<file path="src/rtl/instr_fetch_if.sv">
// Fetch-unit bus: program RAM port, decode handshake and execute redirect.
// Revision: 1.0
`default_nettype none

interface instr_fetch_if;
  logic        mode;
  logic [15:0] instr_in;
  logic [7:0]  addrPC;
  logic [15:0] instr_out;
  logic [7:0]  pc_out;
  logic        instr_valid;
  logic        instr_ready;
  logic        branch_valid;
  logic [7:0]  branch_target;
  logic        halted;

  modport master (
    input  mode, instr_in, instr_ready, branch_valid, branch_target,
    output addrPC, instr_out, pc_out, instr_valid, halted
  );

  modport slave (
    output mode, instr_in, instr_ready, branch_valid, branch_target,
    input  addrPC, instr_out, pc_out, instr_valid, halted
  );
endinterface

`default_nettype wire

</file>
<file path="src/rtl/instr_fetch.sv">
// instr_fetch: sequential instruction fetcher with decode backpressure, branch redirect and halt.
// Revision: 1.0
`default_nettype none

module instr_fetch #(
  parameter logic [7:0] RESET_PC = 8'd0,
  parameter logic [3:0] HALT_OP  = 4'hF
) (
  input  logic          clk,
  input  logic          reset,
  instr_fetch_if.master bus
);

  typedef enum logic [1:0] {
    IDLE  = 2'd0,
    FETCH = 2'd1,
    HALT  = 2'd2
  } state_t;

  state_t      state_q, state_d;
  logic [7:0]  pc_q, pc_d;
  logic [15:0] instr_out_q, instr_out_d;
  logic [7:0]  pc_out_q, pc_out_d;
  logic        instr_valid_q, instr_valid_d;
  logic        mode_prev_q, mode_prev_d;

  logic run_entry;
  logic adv;

  assign run_entry = bus.mode & ~mode_prev_q;
  assign adv       = (state_q == FETCH) & (~instr_valid_q | bus.instr_ready) & ~bus.branch_valid;

  always_comb begin
    state_d       = state_q;
    pc_d          = pc_q;
    instr_out_d   = instr_out_q;
    pc_out_d      = pc_out_q;
    instr_valid_d = instr_valid_q;
    mode_prev_d   = bus.mode;

    // Leaving run mode overrides every other event.
    if (!bus.mode) begin
      state_d       = IDLE;
      instr_valid_d = 1'b0;
    end else begin
      case (state_q)
        IDLE: begin
          if (run_entry) begin
            state_d = FETCH;
            pc_d    = RESET_PC;
          end
        end
        FETCH: begin
          if (bus.branch_valid) begin
            pc_d          = bus.branch_target;
            instr_valid_d = 1'b0;
          end else if (adv) begin
            instr_out_d   = bus.instr_in;
            pc_out_d      = pc_q;
            instr_valid_d = 1'b1;
            if (bus.instr_in[15:12] == HALT_OP) begin
              state_d = HALT;
            end else begin
              pc_d = pc_q + 8'd1;
            end
          end
        end
        HALT: begin
          if (bus.instr_ready) begin
            instr_valid_d = 1'b0;
          end
        end
        default: begin
          state_d       = IDLE;
          instr_valid_d = 1'b0;
        end
      endcase
    end
  end

  always_ff @(posedge clk or negedge reset) begin
    if (!reset) begin
      state_q       <= IDLE;
      pc_q          <= RESET_PC;
      instr_out_q   <= 16'd0;
      pc_out_q      <= 8'd0;
      instr_valid_q <= 1'b0;
      mode_prev_q   <= 1'b0;
    end else begin
      state_q       <= state_d;
      pc_q          <= pc_d;
      instr_out_q   <= instr_out_d;
      pc_out_q      <= pc_out_d;
      instr_valid_q <= instr_valid_d;
      mode_prev_q   <= mode_prev_d;
    end
  end

  assign bus.addrPC      = pc_q;
  assign bus.instr_out   = instr_out_q;
  assign bus.pc_out      = pc_out_q;
  assign bus.instr_valid = instr_valid_q;
  assign bus.halted      = (state_q == HALT);

endmodule

`default_nettype wire

</file>
<file path="src/flat_wrapper.sv">
// flat-port wrapper written by rule: the top's interface ports become plain ports
module instr_fetch_flat 
#(
  parameter logic [7:0] RESET_PC = 8'd0,
  parameter logic [3:0] HALT_OP  = 4'hF
)
  (clk, reset, bus_mode, bus_instr_in, bus_instr_ready, bus_branch_valid, bus_branch_target, bus_addrPC, bus_instr_out, bus_pc_out, bus_instr_valid, bus_halted);
  instr_fetch_if bus_i ();
  input  logic clk;
  input  logic reset;
  input wire logic [$bits(bus_i.mode)-1:0] bus_mode;
  input wire logic [$bits(bus_i.instr_in)-1:0] bus_instr_in;
  input wire logic [$bits(bus_i.instr_ready)-1:0] bus_instr_ready;
  input wire logic [$bits(bus_i.branch_valid)-1:0] bus_branch_valid;
  input wire logic [$bits(bus_i.branch_target)-1:0] bus_branch_target;
  output wire logic [$bits(bus_i.addrPC)-1:0] bus_addrPC;
  output wire logic [$bits(bus_i.instr_out)-1:0] bus_instr_out;
  output wire logic [$bits(bus_i.pc_out)-1:0] bus_pc_out;
  output wire logic [$bits(bus_i.instr_valid)-1:0] bus_instr_valid;
  output wire logic [$bits(bus_i.halted)-1:0] bus_halted;
  assign bus_i.mode = bus_mode;
  assign bus_i.instr_in = bus_instr_in;
  assign bus_i.instr_ready = bus_instr_ready;
  assign bus_i.branch_valid = bus_branch_valid;
  assign bus_i.branch_target = bus_branch_target;
  assign bus_addrPC = bus_i.addrPC;
  assign bus_instr_out = bus_i.instr_out;
  assign bus_pc_out = bus_i.pc_out;
  assign bus_instr_valid = bus_i.instr_valid;
  assign bus_halted = bus_i.halted;
  instr_fetch #(.RESET_PC(RESET_PC), .HALT_OP(HALT_OP)) u_core (.clk(clk), .reset(reset), .bus(bus_i));
endmodule
</file>
<file path="config.mk">
export PLATFORM = sky130hd
export DESIGN_NAME = instr_fetch_flat
export DESIGN_NICKNAME = d
export VERILOG_FILES = /design/src/rtl/instr_fetch_if.sv /design/src/rtl/instr_fetch.sv /design/src/flat_wrapper.sv
export SDC_FILE = /design/constraint.sdc
export NUM_CORES = 1
export LEC_CHECK = 0
export ABC_AREA = 1
export BUFFER_PORTS_ARGS = -buffer_cell sky130_fd_sc_hd__buf_2
export CAP_MARGIN = 20
export CORE_ASPECT_RATIO = 0.8
export CORE_MARGIN = 2
export CORE_UTILIZATION = 44
export DETAILED_ROUTE_END_ITERATION = 6
export GPL_ROUTABILITY_DRIVEN = 0
export PLACE_DENSITY = 0.75
export SYNTH_ARGS = -nofsm -noshare
export SYNTH_HDL_FRONTEND = slang
export SYNTH_SLANG_ARGS = --single-unit
export TNS_END_PERCENT = 10
</file>
<file path="constraint.sdc">
create_clock -name clk -period 1.29 [get_ports clk]
set_clock_uncertainty 0.05 [all_clocks]
set_input_delay 0.129 -clock clk [delete_from_list [all_inputs] [get_ports clk]]
set_output_delay 0.129 -clock clk [all_outputs]
set_load 0.03 [all_outputs]
</file>
# Word level (Yosys, flattened, before mapping)
# Index checks and enable logic that the tools add are counted.
[totals]
ff_bits = 36
inputBits = 29
output_inout_bits = 34
elab_cells = 50
[op_classes]
mux = 16
add_sub_neg = 1
bitwise_logic = 7
reduce_logical = 6
n_eq_ne = 14
[ops]
columns = ["cell", "count"]
rows = [
  ["$mux W8", 4],
  ["$pmux W8 S2", 1],
  ["$ne A3 B3 Y1 const B", 4],
  ["$mux W2", 5],
  ["$reduce_and A5 Y1", 2],
  ["$ne A3 B2 Y1 const B", 3],
  ["$add A8 B1 Y8 const B", 1],
  ["$pmux W2 S3", 1],
  ["$eq A4 B4 Y1 const B", 1],
  ["$mux W1", 4],
  ["$ne A2 B2 Y1 const B", 2],
  ["$ne A4 B3 Y1 const B", 1],
  ["$reduce_and A4 Y1", 1],
  ["$and A1 B1 Y1", 3],
  ["$not A1 Y1", 3],
  ["$pmux W1 S3", 1],
  ["$reduce_and A3 Y1", 1],
  ["$eq A2 B1 Y1 const B", 1],
  ["$eq A2 B2 Y1 const B", 1],
  ["$logic_not A2 Y1", 1],
  ["$ne A2 B1 Y1 const B", 1],
  ["$reduce_bool A2 Y1", 1],
  ["$or A1 B1 Y1", 1],
]

# Longest topological paths before layout
[logic_depth]
word_depth = 8
ltp_mapped = 8
depth_no_buf = 8

# Worst setup path before layout
# No wires, ideal clock.
[synth_timing]
path_kind = "register to register"
start = "register u_core.pc_q[0], in the netlist u_core.bus.addrPC[0]"
end = "register u_core.pc_q[6], in the netlist u_core.bus.addrPC[6]"
t_arrival_ns = 1.250
path_slack_ns = -0.127
period_less_slack_ns = 1.417
n_path_buf = 0
path_stages_with_launch = 9
setup_time_ns = 0.117
path_cell_list = "dfrtp_1 > ha_1 > nand2_1 > nor2_1 > nand2_1 > nand2_1 > nand3_1 > nand2_1 > nand2_1"
[synth_between]
elab_chain_cells = 5
[synth_lines]
columns = ["item", "line_no", "rtl"]
rows = [
  ["start: declaration", "instr_fetch.sv:21", "logic [7:0] pc_q, pc_d;"],
  ["start signal: assignment", "instr_fetch.sv:91", "pc_q <= pc_d;"],
  ["$add A8 B1 Y8", "instr_fetch.sv:64", "pc_d = pc_q + 8'd1;"],
  ["$mux W8", "instr_fetch.sv:61", "if (bus.instr_in[15:12] == HALT_OP) begin"],
  ["$mux W8", "instr_fetch.sv:57", "end else if (adv) begin"],
  ["$mux W8", "instr_fetch.sv:54", "if (bus.branch_valid) begin"],
  ["$pmux W8 S2", "instr_fetch.sv:46", "case (state_q)"],
]
# No other way between the ends. The select of a mux whose other input is x is not followed.
# A chain may end at the register's enable or synchronous reset.

# Worst setup path after layout
[layout_timing]
start = "register u_core.state_q[0]"
end = "output bus_halted"
[layout_between]
elab_chain_cells = 1
[layout_lines]
columns = ["item", "line_no", "rtl"]
rows = [
  ["start: declaration", "instr_fetch.sv:20", "state_t state_q, state_d;"],
  ["start signal: assignment", "instr_fetch.sv:90", "state_q <= state_d;"],
  ["$eq A2 B2 Y1", "instr_fetch.sv:103", "assign bus.halted = (state_q == HALT);"],
  ["end: declaration", "flat_wrapper.sv:20", "output wire logic [$bits(bus_i.halted)-1:0] bus_halted;"],
]
# No other way between the ends.

==> flow_summary_export.csv <==
group,metric,value,unit
floorplan,dieArea,4390,um^2
clock_network,cts_tree,"built",
worst_setup_path,setup.reg_to_reg.worst_slack,0,ns
grt,grt_overflow,0,
worst_setup_path,startpoint,"u_core.state_q[0]",
clock_network,path_clk_slew,0.07,ns
pwr,logic_pwr_share,0.349,
sta,rsz0062_at_grt,"yes",
floorplan,floorplan.die.width,73.6,um
grt,grt_util_all_layers,0.199,
clock_network,cts_max_path_buffers,2,
logic_synthesis,synth_warnings,0,
pwr,share_clk_of_total_power,0.249,
sta,tightest_slew,0.268,ns
sta,slew_hr,0.820,
route,avgViaCountPerCell,4.96,
place,port-buffer-count,62,
clock_network,cts_htree_levels,2,
sta,max_freq,768,MHz
logic_synthesis,mean_post_synth_cell_area,7.97,um^2
min_path,hp_class,"input pin to register",
logic_synthesis,yosysSeqAreaShare,0.528,
finish,design.final.nets,324,
worst_setup_path,timing.rr.start,"u_core.state_q[1]",
finish,layout-drive-gt1-share,0.376,
grt,pin_count_of_the_biggest_net_entering_global_routing,37,
floorplan,fp-row-count,20,
pwr,relative_contribution_of_sequential_cells_to_total_power,0.401,
logic_synthesis,synth-seq-cells,36,
route,detail_route.iter0.violations,59,
finish,fin_cells,339,
worst_setup_path,worstSetupPathType,"register to output pin",
route,finalWirelength,4.17,mm
sta,layout_min_cycle_time,1.30,ns
route,antenna_left,0,
worst_setup_path,critPathLaunchType,"register",
pwr,lkg_pwr,1.32,nW
finish,antenna-diode-count,0,
logic_synthesis,synth_edf_count,0,
route,first_pass_iteration_count_of_the_detailed_router,4,
logic_synthesis,synth_mux_area_frac,0,
logic_synthesis,synth-xor-area-share,0.0103,
floorplan,chip_height,59.7,um
worst_setup_path,worstPathArrival,1.12,ns
outcome,status,"finished, violations left",
grt,initial_antenna_violation_count,0,
route,num_vias,1683,
min_path,timing.hold.worst_endpoint,"u_core.bus.instr_out[1]",
sta,final_min_period_over_clock_period,1.01,
pwr,power.total,3.90,mW
pwr,powerDensity,1620,nW/um^2
grt,grt_pass1_wl,6.49,mm
worst_setup_path,path_max_fanout,3,
logic_synthesis,post_synth_fa_ha_maj_area_fraction,0.00734,
worst_setup_path,worstRegToRegCells,8,
sta,final-setup-viol-count,1,
min_path,hold_depth,3,
logic_synthesis,synth_simple_gate_area_share,0.321,
worst_setup_path,cp.required,1.11,ns
flow_run,maxCapViolations,0,
place,placedCellCount,327,
worst_setup_path,timing.critical_path.to_type,"output pin",
route,drt-wirelength-per-cell,12.3,um
logic_synthesis,synth_cell_type_count,24,
sta,report.final.hold_viol_count,0,
logic_synthesis,yosys_most_used_dff,"sky130_fd_sc_hd__dfrtp_1",
floorplan,io_pins,63,
pwr,irDropWorstVdd,0.000972,V
min_path,hold_start,"bus_instr_in[1]",
clock_network,cts_inserted_buffers,5,
clock_network,clock_sinks,36,
worst_setup_path,crit-reg2reg-capture,"u_core.bus.addrPC[2]",
sta,final_max_slew_viol_count,0,
floorplan,initial_core_util,0.454,
sta,finalWorstSetupSlack,-0.0128,ns
clock_network,clk_latency,0.29,ns
logic_synthesis,asyncSetResetFlopFracSynth,1.00,
floorplan,floorplan.core_area,3750,um^2
logic_synthesis,synth_top_family_by_area,"simple AND/OR/NAND/NOR gates",
logic_synthesis,netlist_area,1710,um^2
place,detailedPlacementHpwl,2.98,mm
finish,area.growth.synth_to_final,41.5,%
outcome,violations,"negative setup slack",
pwr,internal_dissipation,2.40,mW
pwr,total_switching_power,1.50,mW
pwr,swShare,0.384,
logic_synthesis,syn_nets,244,
grt,vias_in_the_first_global_route,1471,
route,drcViolationCount,0,
logic_synthesis,synthCells,214,
logic_synthesis,synth_compound_area_frac,0.0690,
clock_network,cts_root_buffer,"sky130_fd_sc_hd__clkbuf_8",
==> worst max-delay path, cell delays in order, from the launching register on <==
cell,delay (ns)
sky130_fd_sc_hd__dfrtp_1,0.43
sky130_fd_sc_hd__buf_4,0.17
sky130_fd_sc_hd__nor2_4,0.10
sky130_fd_sc_hd__buf_6,0.13
==> metal layers <==
metal | share of wire | GRT usage
met5 | 0 | 0
met4 | 0.020 | 0.0779
met2 | 0.45 | 0.300
met1 | 0.47 | 0.268
met3 | 0.054 | 0.0658
==> cell type report <==
type                       count  area [um^2]
fill                         327         1340
sequential                    36          906
multi-input combinational    155          771
timing repair buffer          83          526
clock buffer                   6         72.6
tap                           44         55.1
inverter                      13         48.8
clock inverter                 2         35.0
==> worst max-delay path by stage <==
stage | end | slack, ns | cells past startpoint
final | bus_halted | -0.01 | 3
after CTS | bus_halted | -0.03 | 4
after global routing | u_core.bus.addrPC[1] | -0.07 | 8
after detailed placement | u_core.state_q[0] | -0.02 | 4
after global placement | u_core.state_q[0] | 0.01 | 4
after floorplan | u_core.bus.addrPC[7] | -0.02 | 8
==> cells in the mapped netlist, types with 2 or more instances <==
master / instances / share of area
sky130_fd_sc_hd__dfrtp_1: 36 / 0.53
sky130_fd_sc_hd__nand2_1: 83 / 0.18
sky130_fd_sc_hd__o21ai_0: 10 / 0.029
sky130_fd_sc_hd__a21oi_1: 2 / 0.0059
sky130_fd_sc_hd__nand3_1: 28 / 0.082
sky130_fd_sc_hd__inv_1: 12 / 0.026
sky130_fd_sc_hd__xor2_1: 2 / 0.010
sky130_fd_sc_hd__o2111ai_1: 2 / 0.010
sky130_fd_sc_hd__buf_2: 7 / 0.021
sky130_fd_sc_hd__o21ai_1: 2 / 0.0059
sky130_fd_sc_hd__buf_6: 2 / 0.013
sky130_fd_sc_hd__nor2_1: 16 / 0.035
==> kinds of logic (layout without fill, tap and decap cells) <==
group           after synthesis  after routing
compound gates               20             20
xor+xnor                      2              2
fa+ha+maj                     1              1
buf+inv                      23            104
flops                        36             36
simple gates                132            132
==> state kept, by name, summed over array words and instances (netlist names) <==
register,count
u_core.bus.instr_out,16
u_core.bus.pc_out,8
u_core.state_q,2
u_core.bus.addrPC,8
u_core.bus.instr_valid,1
u_core.mode_prev_q,1
==> cells in the final DEF, fill, tap and decap left out, types with 2 or more instances in the layout <==
cell type                        n
sky130_fd_sc_hd__buf_4          13
sky130_fd_sc_hd__inv_2           2
sky130_fd_sc_hd__dfrtp_1        32
sky130_fd_sc_hd__nor2_4          2
sky130_fd_sc_hd__clkbuf_8        5
sky130_fd_sc_hd__buf_2          60
sky130_fd_sc_hd__nand2_4         2
sky130_fd_sc_hd__inv_1          11
sky130_fd_sc_hd__nand2_1        74
sky130_fd_sc_hd__o2111ai_1       2
sky130_fd_sc_hd__o21ai_1         6
sky130_fd_sc_hd__o21ai_0         6
sky130_fd_sc_hd__dfrtp_2         4
sky130_fd_sc_hd__nand3_1        27
sky130_fd_sc_hd__buf_12          2
sky130_fd_sc_hd__buf_6           6
sky130_fd_sc_hd__nand2_2         8
sky130_fd_sc_hd__dlygate4sd3_1   2
sky130_fd_sc_hd__nor2_1         14
sky130_fd_sc_hd__xor2_1          2
==> stage by stage <==
| step | setup WS [ns] | setup TNS [ns] | hold slack, ns | cell area, um^2 | utilization |
|---|---|---|---|---|---|
| 6_report | -0.0128 | -0.0128 | 0.0143 | 2410 | 0.643 |
| 5_1_grt | -0.0695 | -0.857 | 0.0284 | 2410 | 0.643 |
| 4_1_cts | -0.0259 | -0.0259 | 0.00910 | 2310 | 0.614 |
| 3_5_place_dp | -0.0175 | -0.0998 | 0.0547 | 2170 | 0.577 |
| 3_3_place_gp | 0.0104 | 0 | 0.0522 | 2170 | 0.577 |
| 2_1_floorplan | -0.0201 | -0.207 | -0.217 | 1710 | - |
==> power by group through the flow <==
| stage | combinational [mW] | clock, mW | sequential, mW |
|---|---|---|---|
| finish | 1.36 | 0.972 | 1.56 |
| global route | 1.49 | 1.04 | 1.60 |
| CTS | 1.32 | 0.983 | 1.55 |
| detailed placement | 1.31 | 0 | 1.56 |
| global placement | 1.30 | 0 | 1.56 |
| floorplan | 0.342 | 0 | 2.06 |
==> timing repair <==
item	CTS	global route
setup endpoints to repair	23	34
gates resized for setup	4	30
buffers inserted	0	3
pin swaps	0	11
hold buffers	2	0
endpoints found under the hold margin	37	0
Power figures use the tool's default switching activity.
